**src/rtl/i2c_req_arbiter_pkg.sv**
```systemverilog
`default_nettype none
// ============================================================================
// Module  : i2c_arb_pkg
// Brief   : shared widths and FSM encodings for the I2C request arbiter
// Revision: 1.0  initial release
// ============================================================================
package i2c_arb_pkg;

    localparam int ADDR_W = 7;
    localparam int DATA_W = 8;

    localparam logic [1:0] ST_IDLE  = 2'd0;
    localparam logic [1:0] ST_ISSUE = 2'd1;
    localparam logic [1:0] ST_WAIT  = 2'd2;
    localparam logic [1:0] ST_RESP  = 2'd3;

    typedef enum logic [1:0] {
        IDLE  = ST_IDLE,
        ISSUE = ST_ISSUE,
        WAIT  = ST_WAIT,
        RESP  = ST_RESP
    } arb_state_t;

endpackage
`default_nettype wire

```
**src/rtl/i2c_req_arbiter_if.sv**
```systemverilog
`default_nettype none
// ============================================================================
// Module  : i2c_req_arbiter_if
// Brief   : requester-side and engine-side signals of the I2C request arbiter
// Revision: 1.0  initial release
// ============================================================================
interface i2c_req_arbiter_if #(
    parameter int NREQ = 4
);
    import i2c_arb_pkg::*;

    logic [NREQ-1:0]        iReq;
    logic [NREQ*ADDR_W-1:0] iAddr;
    logic [NREQ-1:0]        iRW;
    logic [NREQ*DATA_W-1:0] iWData;
    logic [NREQ-1:0]        oGnt;
    logic [NREQ-1:0]        oDone;
    logic [DATA_W-1:0]      oRData;
    logic                   oAckErr;
    logic                   oTimeout;
    logic                   oEngStart;
    logic [ADDR_W-1:0]      oEngAddr;
    logic                   oEngRW;
    logic [DATA_W-1:0]      oEngWData;
    logic                   iEngBusy;
    logic                   iEngDone;
    logic                   iEngAck;
    logic [DATA_W-1:0]      iEngRData;

    modport slave (
        input  iReq, iAddr, iRW, iWData, iEngBusy, iEngDone, iEngAck, iEngRData,
        output oGnt, oDone, oRData, oAckErr, oTimeout, oEngStart, oEngAddr, oEngRW, oEngWData
    );

    modport master (
        output iReq, iAddr, iRW, iWData, iEngBusy, iEngDone, iEngAck, iEngRData,
        input  oGnt, oDone, oRData, oAckErr, oTimeout, oEngStart, oEngAddr, oEngRW, oEngWData
    );

endinterface
`default_nettype wire

```
**src/rtl/i2c_req_arbiter_rr_pick.sv**
```systemverilog
`default_nettype none
// ============================================================================
// Module  : rr_pick
// Brief   : combinational round-robin picker, first set bit after ptr (wrapping)
// Revision: 1.0  initial release
// ============================================================================
module rr_pick #(
    parameter int NREQ  = 4,
    parameter int PTR_W = $clog2(NREQ)
) (
    input  wire logic [NREQ-1:0]  req,
    input  wire logic [PTR_W-1:0] ptr,
    output logic                  any,
    output logic [PTR_W-1:0]      idx
);

    // Scan farthest candidate first so the nearest one after ptr overwrites it.
    always_comb begin
        logic [PTR_W-1:0] wCand;
        wCand = '0;
        idx   = '0;
        any   = |req;
        for (int k = NREQ; k >= 1; k--) begin
            wCand = PTR_W'((int'(ptr) + k) % NREQ);
            if (req[wCand]) begin
                idx = wCand;
            end
        end
    end

endmodule
`default_nettype wire

```
**src/rtl/i2c_req_arbiter.sv**
```systemverilog
`default_nettype none
// ============================================================================
// Module  : i2c_req_arbiter
// Brief   : round-robin sharing of one I2C byte engine among NREQ requesters
// Revision: 1.0  initial release
// ============================================================================
module i2c_req_arbiter
    import i2c_arb_pkg::*;
#(
    parameter  int NREQ        = 4,
    parameter  int TIMEOUT_CYC = 4096,
    localparam int TMR_W       = $clog2(TIMEOUT_CYC)
) (
    input  wire logic        CLK,
    input  wire logic        Reset,
    i2c_req_arbiter_if.slave bus
);

    localparam int PTR_W = $clog2(NREQ);

    arb_state_t        rState;
    arb_state_t        wNextState;
    logic [PTR_W-1:0]  rPtr;
    logic [PTR_W-1:0]  rIdx;
    logic [PTR_W-1:0]  wPick;
    logic              wAny;
    logic              wLatch;
    logic              wStart;
    logic              wCapDone;
    logic              wCapTo;
    logic [TMR_W-1:0]  rTmr;
    logic [ADDR_W-1:0] rAddr;
    logic              rRW;
    logic [DATA_W-1:0] rWData;
    logic [DATA_W-1:0] rRData;
    logic              rAckErr;
    logic              rTimeout;
    logic [NREQ-1:0]   wOneHot;

    rr_pick #(
        .NREQ  (NREQ),
        .PTR_W (PTR_W)
    ) u_pick (
        .req (bus.iReq),
        .ptr (rPtr),
        .any (wAny),
        .idx (wPick)
    );

    always_ff @(posedge CLK or negedge Reset) begin
        if (!Reset) begin
            rState <= IDLE;
        end else begin
            rState <= wNextState;
        end
    end

    always_comb begin
        wNextState = rState;
        wLatch     = 1'b0;
        wStart     = 1'b0;
        wCapDone   = 1'b0;
        wCapTo     = 1'b0;
        case (rState)
            IDLE: begin
                if (wAny) begin
                    wLatch     = 1'b1;
                    wNextState = ISSUE;
                end
            end
            ISSUE: begin
                if (!bus.iEngBusy) begin
                    wStart     = 1'b1;
                    wNextState = WAIT;
                end
            end
            WAIT: begin
                // A completion in the final timer cycle still counts as a real completion.
                if (bus.iEngDone) begin
                    wCapDone   = 1'b1;
                    wNextState = RESP;
                end else if (rTmr == TMR_W'(TIMEOUT_CYC - 1)) begin
                    wCapTo     = 1'b1;
                    wNextState = RESP;
                end
            end
            RESP:    wNextState = IDLE;
            default: wNextState = IDLE;
        endcase
    end

    always_ff @(posedge CLK or negedge Reset) begin
        if (!Reset) begin
            rPtr     <= PTR_W'(NREQ - 1);
            rIdx     <= '0;
            rAddr    <= '0;
            rRW      <= 1'b0;
            rWData   <= '0;
            rTmr     <= '0;
            rRData   <= '0;
            rAckErr  <= 1'b0;
            rTimeout <= 1'b0;
        end else begin
            if (wLatch) begin
                rIdx   <= wPick;
                rAddr  <= ADDR_W'(bus.iAddr >> (int'(wPick) * ADDR_W));
                rRW    <= bus.iRW[wPick];
                rWData <= DATA_W'(bus.iWData >> (int'(wPick) * DATA_W));
            end
            if (wStart) begin
                rTmr <= '0;
            end else if (rState == WAIT && !bus.iEngDone) begin
                rTmr <= rTmr + 1'b1;
            end
            if (wCapDone) begin
                rRData   <= bus.iEngRData;
                rAckErr  <= ~bus.iEngAck;
                rTimeout <= 1'b0;
            end else if (wCapTo) begin
                rRData   <= '0;
                rAckErr  <= 1'b0;
                rTimeout <= 1'b1;
            end else if (rState == RESP) begin
                rRData   <= '0;
                rAckErr  <= 1'b0;
                rTimeout <= 1'b0;
            end
            if (rState == RESP) begin
                rPtr <= rIdx;
            end
        end
    end

    always_comb begin
        wOneHot       = '0;
        wOneHot[rIdx] = 1'b1;
    end

    assign bus.oGnt      = (rState == IDLE) ? '0 : wOneHot;
    assign bus.oDone     = (rState == RESP) ? wOneHot : '0;
    assign bus.oRData    = rRData;
    assign bus.oAckErr   = rAckErr;
    assign bus.oTimeout  = rTimeout;
    assign bus.oEngStart = wStart;
    assign bus.oEngAddr  = rAddr;
    assign bus.oEngRW    = rRW;
    assign bus.oEngWData = rWData;

endmodule
`default_nettype wire

```
**src/flat_wrapper.sv**
```systemverilog
// flat-port wrapper written by rule: the top's interface ports become plain ports
module i2c_req_arbiter_flat import i2c_arb_pkg::*;
#(
    parameter  int NREQ        = 4,
    parameter  int TIMEOUT_CYC = 4096,
    localparam int TMR_W       = $clog2(TIMEOUT_CYC)
)
  (CLK, Reset, bus_iReq, bus_iAddr, bus_iRW, bus_iWData, bus_iEngBusy, bus_iEngDone, bus_iEngAck, bus_iEngRData, bus_oGnt, bus_oDone, bus_oRData, bus_oAckErr, bus_oTimeout, bus_oEngStart, bus_oEngAddr, bus_oEngRW, bus_oEngWData);
  i2c_req_arbiter_if #(.NREQ(NREQ)) bus_i ();
  input  wire logic CLK;
  input  wire logic Reset;
  input wire logic [$bits(bus_i.iReq)-1:0] bus_iReq;
  input wire logic [$bits(bus_i.iAddr)-1:0] bus_iAddr;
  input wire logic [$bits(bus_i.iRW)-1:0] bus_iRW;
  input wire logic [$bits(bus_i.iWData)-1:0] bus_iWData;
  input wire logic [$bits(bus_i.iEngBusy)-1:0] bus_iEngBusy;
  input wire logic [$bits(bus_i.iEngDone)-1:0] bus_iEngDone;
  input wire logic [$bits(bus_i.iEngAck)-1:0] bus_iEngAck;
  input wire logic [$bits(bus_i.iEngRData)-1:0] bus_iEngRData;
  output wire logic [$bits(bus_i.oGnt)-1:0] bus_oGnt;
  output wire logic [$bits(bus_i.oDone)-1:0] bus_oDone;
  output wire logic [$bits(bus_i.oRData)-1:0] bus_oRData;
  output wire logic [$bits(bus_i.oAckErr)-1:0] bus_oAckErr;
  output wire logic [$bits(bus_i.oTimeout)-1:0] bus_oTimeout;
  output wire logic [$bits(bus_i.oEngStart)-1:0] bus_oEngStart;
  output wire logic [$bits(bus_i.oEngAddr)-1:0] bus_oEngAddr;
  output wire logic [$bits(bus_i.oEngRW)-1:0] bus_oEngRW;
  output wire logic [$bits(bus_i.oEngWData)-1:0] bus_oEngWData;
  assign bus_i.iReq = bus_iReq;
  assign bus_i.iAddr = bus_iAddr;
  assign bus_i.iRW = bus_iRW;
  assign bus_i.iWData = bus_iWData;
  assign bus_i.iEngBusy = bus_iEngBusy;
  assign bus_i.iEngDone = bus_iEngDone;
  assign bus_i.iEngAck = bus_iEngAck;
  assign bus_i.iEngRData = bus_iEngRData;
  assign bus_oGnt = bus_i.oGnt;
  assign bus_oDone = bus_i.oDone;
  assign bus_oRData = bus_i.oRData;
  assign bus_oAckErr = bus_i.oAckErr;
  assign bus_oTimeout = bus_i.oTimeout;
  assign bus_oEngStart = bus_i.oEngStart;
  assign bus_oEngAddr = bus_i.oEngAddr;
  assign bus_oEngRW = bus_i.oEngRW;
  assign bus_oEngWData = bus_i.oEngWData;
  i2c_req_arbiter #(.NREQ(NREQ), .TIMEOUT_CYC(TIMEOUT_CYC)) u_core (.CLK(CLK), .Reset(Reset), .bus(bus_i));
endmodule
```
**config.mk**
```make
export PLATFORM = sky130hd
export DESIGN_NAME = i2c_req_arbiter_flat
export DESIGN_NICKNAME = d
export VERILOG_FILES = /design/src/rtl/i2c_req_arbiter_pkg.sv /design/src/rtl/i2c_req_arbiter_if.sv /design/src/rtl/i2c_req_arbiter_rr_pick.sv /design/src/rtl/i2c_req_arbiter.sv /design/src/flat_wrapper.sv
export SDC_FILE = /design/constraint.sdc
export NUM_CORES = 1
export LEC_CHECK = 0
export CAP_MARGIN = 40
export CELL_PAD_IN_SITES_DETAIL_PLACEMENT = 0
export CELL_PAD_IN_SITES_GLOBAL_PLACEMENT = 1
export CORE_MARGIN = 5
export CORE_UTILIZATION = 31
export DETAILED_ROUTE_END_ITERATION = 16
export GPL_ROUTABILITY_DRIVEN = 0
export GPL_TIMING_DRIVEN = 0
export PLACE_DENSITY = 0.91
export SLEW_MARGIN = 20
export SYNTH_ARGS = -nofsm -noshare
export SYNTH_HDL_FRONTEND = slang
export SYNTH_SLANG_ARGS = --single-unit
```
**constraint.sdc**
```tcl
create_clock -name CLK -period 2.3 [get_ports CLK]
set_input_delay 0.46 -clock CLK [delete_from_list [all_inputs] [get_ports CLK]]
set_output_delay 0.46 -clock CLK [all_outputs]
set_load 0.02 [all_outputs]
```
# Word level (Yosys, flattened, before mapping)

Cells that the tools add are included.

$add $sub $neg: 5
Multiply operators: 1
Magnitude comparators: 7
Eq/ne operators: 7
Shift-type cells: 2
Multiplexer cells: 42
Bitwise logic cells: 1
Reductions and logical operators: 8

Operators by type and width:

| kind                                                                         | count |
|---|---|
| 28-bit by 32-bit right shift with 7-bit output                               | 1 |
| 32-bit by 5-bit right shift with 8-bit output                                | 1 |
| 12-bit 2-to-1 mux                                                            | 2 |
| 8-bit 2-to-1 mux                                                             | 3 |
| 1-bit 2-to-1 mux                                                             | 20 |
| 2-bit by 3-bit less-than comparator with 1-bit output, second input constant | 6 |
| 2-bit 2-to-1 mux                                                             | 8 |
| 12-bit by 1-bit adder with 12-bit output, second input constant              | 1 |
| 12-bit equality test, second input constant                                  | 1 |
| 1-bit binary-select mux with 2-bit select                                    | 5 |
| 4-bit 2-to-1 mux                                                             | 2 |
| 2-bit case mux with 4 select lines                                           | 1 |
| 2-bit by 3-bit multiplier with 5-bit output, second input constant           | 1 |
| 2-bit by 1-bit adder with 2-bit output, second input constant                | 2 |
| 2-bit adder, second input constant                                           | 2 |
| 2-bit equality test, second input constant                                   | 2 |
| 2-bit inequality test, second input constant                                 | 2 |
| 4-bit OR reduction                                                           | 1 |
| 3-bit by 2-bit inequality test with 1-bit output, second input constant      | 1 |
| 3-bit AND reduction                                                          | 1 |
| 3-bit nonzero test                                                           | 1 |
| 1-bit demux with 2-bit select                                                | 1 |
| 2-bit by 1-bit equality test with 1-bit output, second input constant        | 1 |
| 2-bit by 1-bit >= comparator with 1-bit output, second input constant        | 1 |
| 5 further kinds                                                              | 6 |

Register bits: 44
Output and inout port bits: 35
Word-level logic and storage cells: 83

# Logic depth before layout (Yosys ltp)

Gate-level depths: netlist of run 1.

Depth in word-level cells: 9
Gate-level depth with buffers: 8

# Modules after synthesis

From an unflattened synthesis of run 1, not the netlist that was laid out.

Cell total of the unflattened synthesis: 194
Area, all modules: 2,488.6 um2

Modules (own cells, without submodules):

| module          | instances | cells an instance | area an instance (um2) |
|---|---|---|---|
| i2c_req_arbiter | 1         | 180               | 2,397.3 |
| rr_pick         | 1         | 14                | 91.3 |

# Least setup slack after synthesis of run 1

OpenSTA, ideal clock, no wires.

Path type: register to output
Start: reg u_core.rState[1]
End: out bus_oDone[0]
Arrival time: 1,285 ps
Data required time: 1,840 ps
Slack: 555 ps
Stages on the path, launching flop included: 4
Cells stage by stage: dfrtp_1 ha_1 clkbuf_1 nor3b_1

Cells in the longest elaborated chain, start to end: 2

RTL lines:

| what                   | line                   | text |
|---|---|---|
| start, declared        | i2c_req_arbiter.sv:21  | `arb_state_t rState;` |
| start signal, assigned | i2c_req_arbiter.sv:54  | `rState <= wNextState;` |
| 2-bit equality test    | i2c_req_arbiter.sv:140 | `assign bus.oDone = (rState == RESP) ? wOneHot : '0;` |
| 4-bit 2-to-1 mux       | i2c_req_arbiter.sv:140 |  |
| end, declared          | flat_wrapper.sv:21     | `output wire logic [$bits(bus_i.oDone)-1:0] bus_oDone;` |

Every way passes these cells.

# Final worst setup path of run 1

Start: reg u_core.rState[1]
End: out bus_oDone[2]

Same word-level chain as after synthesis.

==> impl_metrics.py, run 1 <==
metrics = {
    "run_status": {
        "run_status": "completed",
    },
    "drt": {
        "avgViaCountPerCell": 4.95,
        "drc": 0,
        "first_pass_iters": 6,
        "drt_iter0_markers": 91,
        "wl_um": 7280,
        "antenna_left": 0,
        "vias": 2249,
        "wl_per_cell_um": 16.0,
    },
    "layout": {
        "regArea_mm2": 0.00110,
        "fillers": 746,
        "fin_nets": 437,
        "multi_input_area_mm2": 0.00130,
        "drive_gt1_frac": 0.108,
        "areaGrowthSynthToFinish_pct": 54.9,
        "finish.instance_area_mm2": 0.00388,
        "num_antenna_cells": 0,
    },
    "yosys": {
        "syn_inst": 231,
        "yosysWarnings": 0,
        "ys_seq_area_frac": 0.441,
        "synth_flop_cell": "dfrtp_1",
        "avgSynthCellArea_um2": 10.8,
        "ys_types": 42,
        "synth_edf_count": 0,
        "synth_area_mm2": 0.00250,
        "syn-num-nets": 317,
        "async_flop_share": 1.00,
        "synth-seq-cells": 44,
    },
    "die": {
        "initial_utilization": 0.321,
        "num_io_pins": 116,
        "die_h_um": 99.9,
        "coreArea_mm2": 0.00781,
        "die_x_um": 99.9,
        "num_rows": 32,
        "die-area_mm2": 0.00998,
    },
    "worst_setup_path": {
        "critical_path_class": "flip-flop to primary output",
        "cp.required_ns": 1.84,
        "arrival_ns": 1.72,
        "cp-end-kind": "primary output",
        "crit_fanout": 9,
        "start_kind": "flip-flop",
    },
    "flow_run": {
        "cap_violations": 0,
    },
    "cts": {
        "path_clk_slew_ns": 0.09,
        "cts.sinks": 44,
        "htreeDepth": 2,
        "cts_max_path_buffers": 2,
        "clk_latency_ns": 0.30,
        "cts-buffers-inserted": 5,
        "cts_tree": "done",
        "clock-root-buffer": "clkbuf_8",
        "hold_buffers": 0,
    },
    "pwr": {
        "irDropWorstVdd_mv": 0.448,
        "p_leak_nw": 1.69,
        "p_per_area_mw_per_mm2": 1070,
    },
    "timing": {
        "fmax_mhz": 458,
        "min_period_ns": 2.18,
        "slew_headroom": 0.552,
        "hold_viol": 0,
        "rsz0062_at_grt": "no",
        "whs_ns": 0.114,
        "tightest_slew_ns": 0.669,
        "finalSetupTns_ns": 0,
        "skew_ns": 0.00730,
        "finalCritPeriodShare": 0.950,
        "slew_violations": 0,
        "finalSetupViolCount": 0,
        "setup_slack_ns": 0.116,
    },
    "global_route": {
        "overflow": 0,
        "grt_pass1_vias": 2368,
        "grt_use_total": 0.146,
        "antenna_found_initial": 0,
        "grt_max_degree": 27,
        "grt_pass1_wl_um": 11700,
    },
    "place": {
        "place_ws_ns": -0.527,
        "dpl.hpwl_um": 5710,
        "dpl-instance-area_mm2": 0.00380,
        "io_buffers": 115,
    },
    "min_path": {
        "min_path_type": "input pin to asynchronous set/reset pin",
    },
}
## final timing paths
path,startpoint,endpoint,slack [ns],depth (start not counted)
worst max-delay path,u_core.rState[1],bus_oDone[2],0.12,4
worst min-delay path,Reset,u_core.bus.oRData[6],0.11,1
worst max register to register,u_core.rState[0],u_core.bus.oRData[7],0.20,6
worst min register to register,u_core.bus.oEngWData[4],u_core.bus.oEngWData[4],0.49,2
max in group asynchronous,Reset,u_core.rPtr[1],1.61,2
min in group CLK,u_core.bus.oEngWData[4],u_core.bus.oEngWData[4],0.49,2
## through the flow
step           total power (W)  std cells  utilization
6_report               0.00414        454        0.497
5_1_grt                0.00445        454        0.497
4_1_cts                0.00420        456        0.497
3_5_place_dp           0.00372        449        0.487
3_3_place_gp           0.00368        448        0.485
2_1_floorplan          0.00274        231            -
## power by group
| part | switching (W) | internal, W | leakage, nW | total, W |
|---|---|---|---|---|
| Clock | 0.000263 | 0.000214 | 0.0422 | 0.000476 |
| Sequential | 0.000223 | 0.00108 | 0.564 | 0.00130 |
| Combinational | 0.00119 | 0.00117 | 1.08 | 0.00236 |
| Total | 0.00168 | 0.00246 | 1.69 | 0.00414 |
## worst max-delay path: stages (launching register included)
cell and delay [ns]:
dfrtp_1 0.44, ha_4 0.21, nand2_1 0.07, nor2_1 0.09, clkdlybuf4s50_1 0.61
## final cells by class
class	count	area share
multi-input cells	169	0.335
clock buffers	7	0.0197
plain buffers	11	0.0258
flip-flops and latches	44	0.284
repair buffers	116	0.298
clock inverters	1	0.00129
inverters	4	0.00387
well taps	102	0.0329
## layer usage
layer,GRT usage,vias up,part of all wire
met1,0.182,1070,0.42
met5,0,-,0
met3,0.0479,6,0.091
li1,-,1083,-
met2,0.250,90,0.48
met4,0.0284,0,0.0067
## what timing repair did
item / in CTS / in global routing
gates resized for setup: 11 / 3
buffers inserted: 0 / 0
setup endpoints to repair: 9 / 4
## sequential cells by signal, indices dropped and copies added (netlist names)
register              cells
u_core.bus.oEngRW         1
u_core.bus.oEngWData      8
u_core.rTmr              12
u_core.rPtr               2
u_core.bus.oTimeout       1
u_core.bus.oAckErr        1
u_core.rState             2
u_core.rIdx               2
u_core.bus.oRData         8
u_core.bus.oEngAddr       7
## Yosys cell counts (2+ instances only)
master,count,area [um2]
o221ai_2,9,135
nor2b_1,2,12.5
and3_1,2,12.5
or2_1,2,12.5
xnor2_1,6,52.6
nor3b_1,3,22.5
o21ai_0,7,35.0
inv_1,4,15.0
a21oi_1,6,30.0
buf_4,3,22.5
dfstp_2,2,52.6
nand2b_1,3,18.8
a22o_1,8,70.1
and3b_1,2,17.5
nand2_1,31,116
nor2_1,13,48.8
ha_1,5,62.6
o221ai_1,7,61.3
nor4_1,2,12.5
nor3_1,5,25.0
clkbuf_1,5,18.8
mux2i_1,33,330
buf_8,3,45.0
dfrtp_1,42,1050
nand4_1,2,12.5
nand3_1,3,15.0
buf_2,2,10.0
xor2_1,3,26.3
or3_1,2,12.5
mux2_2,2,22.5
## placed cells by master (no fill, tap or decap), types with 3 or more instances in the layout
cell type / count
clkbuf_8: 5
nor3b_1: 3
o221ai_1: 7
nor3_1: 5
nor2_1: 13
clkdlybuf4s50_1: 108
clkbuf_1: 3
inv_1: 4
dlygate4sd2_1: 5
nand2b_1: 3
buf_4: 3
mux2i_1: 33
a22o_1: 8
dfrtp_1: 42
buf_8: 3
o221ai_2: 9
buf_2: 3
o21ai_0: 7
a21oi_1: 6
nand3_1: 3
ha_1: 4
xnor2_1: 6
xor2_1: 3
nand2_1: 31
## logic make-up after synthesis
family                   Yosys count  synth area share
XOR/XNOR                           9            0.0315
AND/OR/NAND/NOR                   76             0.148
buffers and inverters             18            0.0489
AO/OA/AOI/OAI                     44             0.165
adder cells (fa/ha/maj)            5            0.0250
flip-flops                        44             0.441
multiplexers                      35             0.141
Note: power is estimated with default switching activity, not from simulation.
==> inputs of run 2 (changes only) <==
--- a/config.mk
+++ b/config.mk
@@ -13,6 +13,7 @@
 export DETAILED_ROUTE_END_ITERATION = 16
 export GPL_ROUTABILITY_DRIVEN = 0
 export GPL_TIMING_DRIVEN = 0
+export MAX_ROUTING_LAYER = met4
 export PLACE_DENSITY = 0.91
 export SLEW_MARGIN = 20
 export SYNTH_ARGS = -nofsm -noshare
==> constraint.sdc (replaced) <==
create_clock -name CLK -period 2.1 [get_ports CLK]
set_input_delay 0.42 -clock CLK [delete_from_list [all_inputs] [get_ports CLK]]
set_output_delay 0.42 -clock CLK [all_outputs]
set_load 0.02 [all_outputs]
==> run 2 against run 1 <==
Effect of this change:
- worst setup slack worse by 0.066 ns
- first-iteration DRC count shrank 30%
- sequential power grew 9%
- core utilization up 0.64 points
- clock skew fell by 0.0020 ns
- routed wire length up 2.2%
- die area did not move
- combinational power up 12%
- total power is 11% higher
- cell count increased by 0.66%
- global-route usage up 0.48 points
- critical path type unchanged
- largest power group unchanged
==> impl_metrics.py, run 2 (synthesized netlist as in run 1, its figures left out) <==
metrics = {
    "layout": {
        "regArea_mm2": 0.00110,
        "final_cells": 457,
        "largest_reg_flops": 12,
        "multi_input_area_mm2": 0.00133,
        "fillers": 738,
        "areaGrowthSynthToFinish_pct": 56.9,
        "final_common_cell": "clkdlybuf4s50_1",
        "drive_gt1_frac": 0.130,
        "mostFrequentLayoutCells": "105 x clkdlybuf4s50_1, 42 x dfrtp_1, 33 x mux2i_1",
        "top_register": "u_core.rTmr",
        "utilization": 0.504,
        "num_antenna_cells": 0,
        "fin_nets": 440,
    },
    "place": {
        "post-place-cells": 449,
        "io_buffers": 115,
        "dpl.hpwl_um": 5710,
    },
    "worst_setup_path": {
        "cp.required_ns": 1.68,
        "start_kind": "flip-flop",
        "path_cells": "inv_1, ha_2, and3b_1, dlygate4sd2_1",
        "max_stage_delay_ns": 0.44,
        "r2r_cells": 6,
        "cp_slowest_cell": "dfrtp_1",
        "critical_path_class": "flip-flop to primary output",
        "arrival_ns": 1.63,
        "cp-end-kind": "primary output",
        "crit_fanout": 7,
    },
    "timing": {
        "fmax_mhz": 488,
        "finalCritPeriodShare": 0.976,
        "skew_ns": 0.00534,
        "hold_viol": 0,
        "finalSetupTns_ns": 0,
        "rsz0062_at_grt": "yes",
        "slew_headroom": 0.634,
        "finalSetupViolCount": 0,
        "slew_violations": 0,
        "tightest_slew_ns": 0.548,
        "min_period_ns": 2.05,
    },
    "drt": {
        "avgViaCountPerCell": 4.99,
        "first_pass_iters": 4,
        "antenna_left": 0,
        "drt_iter0_markers": 64,
        "wl_um": 7440,
        "drc": 0,
        "wl_per_cell_um": 16.3,
        "vias": 2281,
    },
    "global_route": {
        "overflow": 0,
        "grt_pass1_vias": 2353,
        "grt_use_total": 0.151,
        "grt_max_degree": 27,
        "grt_pass1_wl_um": 11800,
        "antenna_found_initial": 0,
    },
    "pwr": {
        "p_leak_nw": 1.75,
        "irDropWorstVdd_mv": 0.493,
        "p_per_area_mw_per_mm2": 1170,
    },
    "cts": {
        "path_clk_slew_ns": 0.08,
        "hold_buffers": 0,
        "htreeDepth": 2,
        "clock-root-buffer": "clkbuf_8",
        "cts_tree": "done",
        "cts_max_path_buffers": 2,
        "cts-buffers-inserted": 5,
        "clk_latency_ns": 0.30,
        "cts.sinks": 44,
    },
    "min_path": {
        "min_path_type": "input pin to asynchronous set/reset pin",
    },
    "run_status": {
        "run_status": "completed",
    },
    "die": {
        "die_x_um": 99.9,
        "num_rows": 32,
        "die_h_um": 99.9,
        "die-area_mm2": 0.00998,
        "num_io_pins": 116,
        "coreArea_mm2": 0.00781,
        "initial_utilization": 0.321,
    },
    "flow_run": {
        "cap_violations": 0,
    },
}
run 2: final cells by class:
class                      count  share of cell area
clock inverter                 1             0.00127
sequential                    44               0.281
timing repair buffer         119               0.299
tap                          102              0.0325
clock buffer                   7              0.0194
inverter                       4             0.00382
buffer                        11              0.0264
multi-input combinational    169               0.337
run 2: path summary, 6_finish.rpt:
check	from	end	slack, ns
setup / recovery	u_core.rState[0]	bus_oGnt[3]	0.05
hold / removal	Reset	u_core.bus.oRData[6]	0.07
setup reg to reg	u_core.rState[0]	u_core.bus.oRData[7]	0.07
hold reg to reg	u_core.bus.oEngWData[4]	u_core.bus.oEngWData[4]	0.49
max in group asynchronous	Reset	u_core.rPtr[1]	1.45
min in group CLK	u_core.bus.oEngWData[4]	u_core.bus.oEngWData[4]	0.49
run 2: critical path, delay by kind of cell, from the launching register on:
kind | cells | cell delay, ns
fa+ha+maj | 1 | 0.27
buf+inv | 2 | 0.44
flops | 1 | 0.44
simple gates | 1 | 0.19
run 2: repair_timing:
item / CTS / global route
pin swaps: 0 / 2
gates resized for setup: 13 / 18
setup buffers: 0 / 3
gates cloned: 0 / 0
setup endpoints to repair: 9 / 26
run 2: metrics by stage:
step	hold WS (ns)	setup slack [ns]	cell area [um2]	total power (W)
after floorplan	0.124	0.390	2500	0.00300
after global placement	0.467	-0.674	3780	0.00403
after detailed placement	0.402	-0.647	3800	0.00408
after CTS	0.0697	-0.103	3880	0.00460
after global routing	0.0887	-0.0462	3930	0.00493
final	0.0721	0.0501	3930	0.00459
run 2: per-layer routing:
metal  vias to the layer above  routed length [um]  GRT usage
met5                         -                   0          -
met4                         0                  32     0.0252
met3                         4                 613     0.0459
met2                        85                3650      0.251
met1                      1106                3150      0.185
li1                       1086                   -          -
run 2: report_power, final:
part | internal (W) | switching, W
combinational | 0.00132 | 0.00133
sequential | 0.00118 | 0.000243
clock | 0.000234 | 0.000287
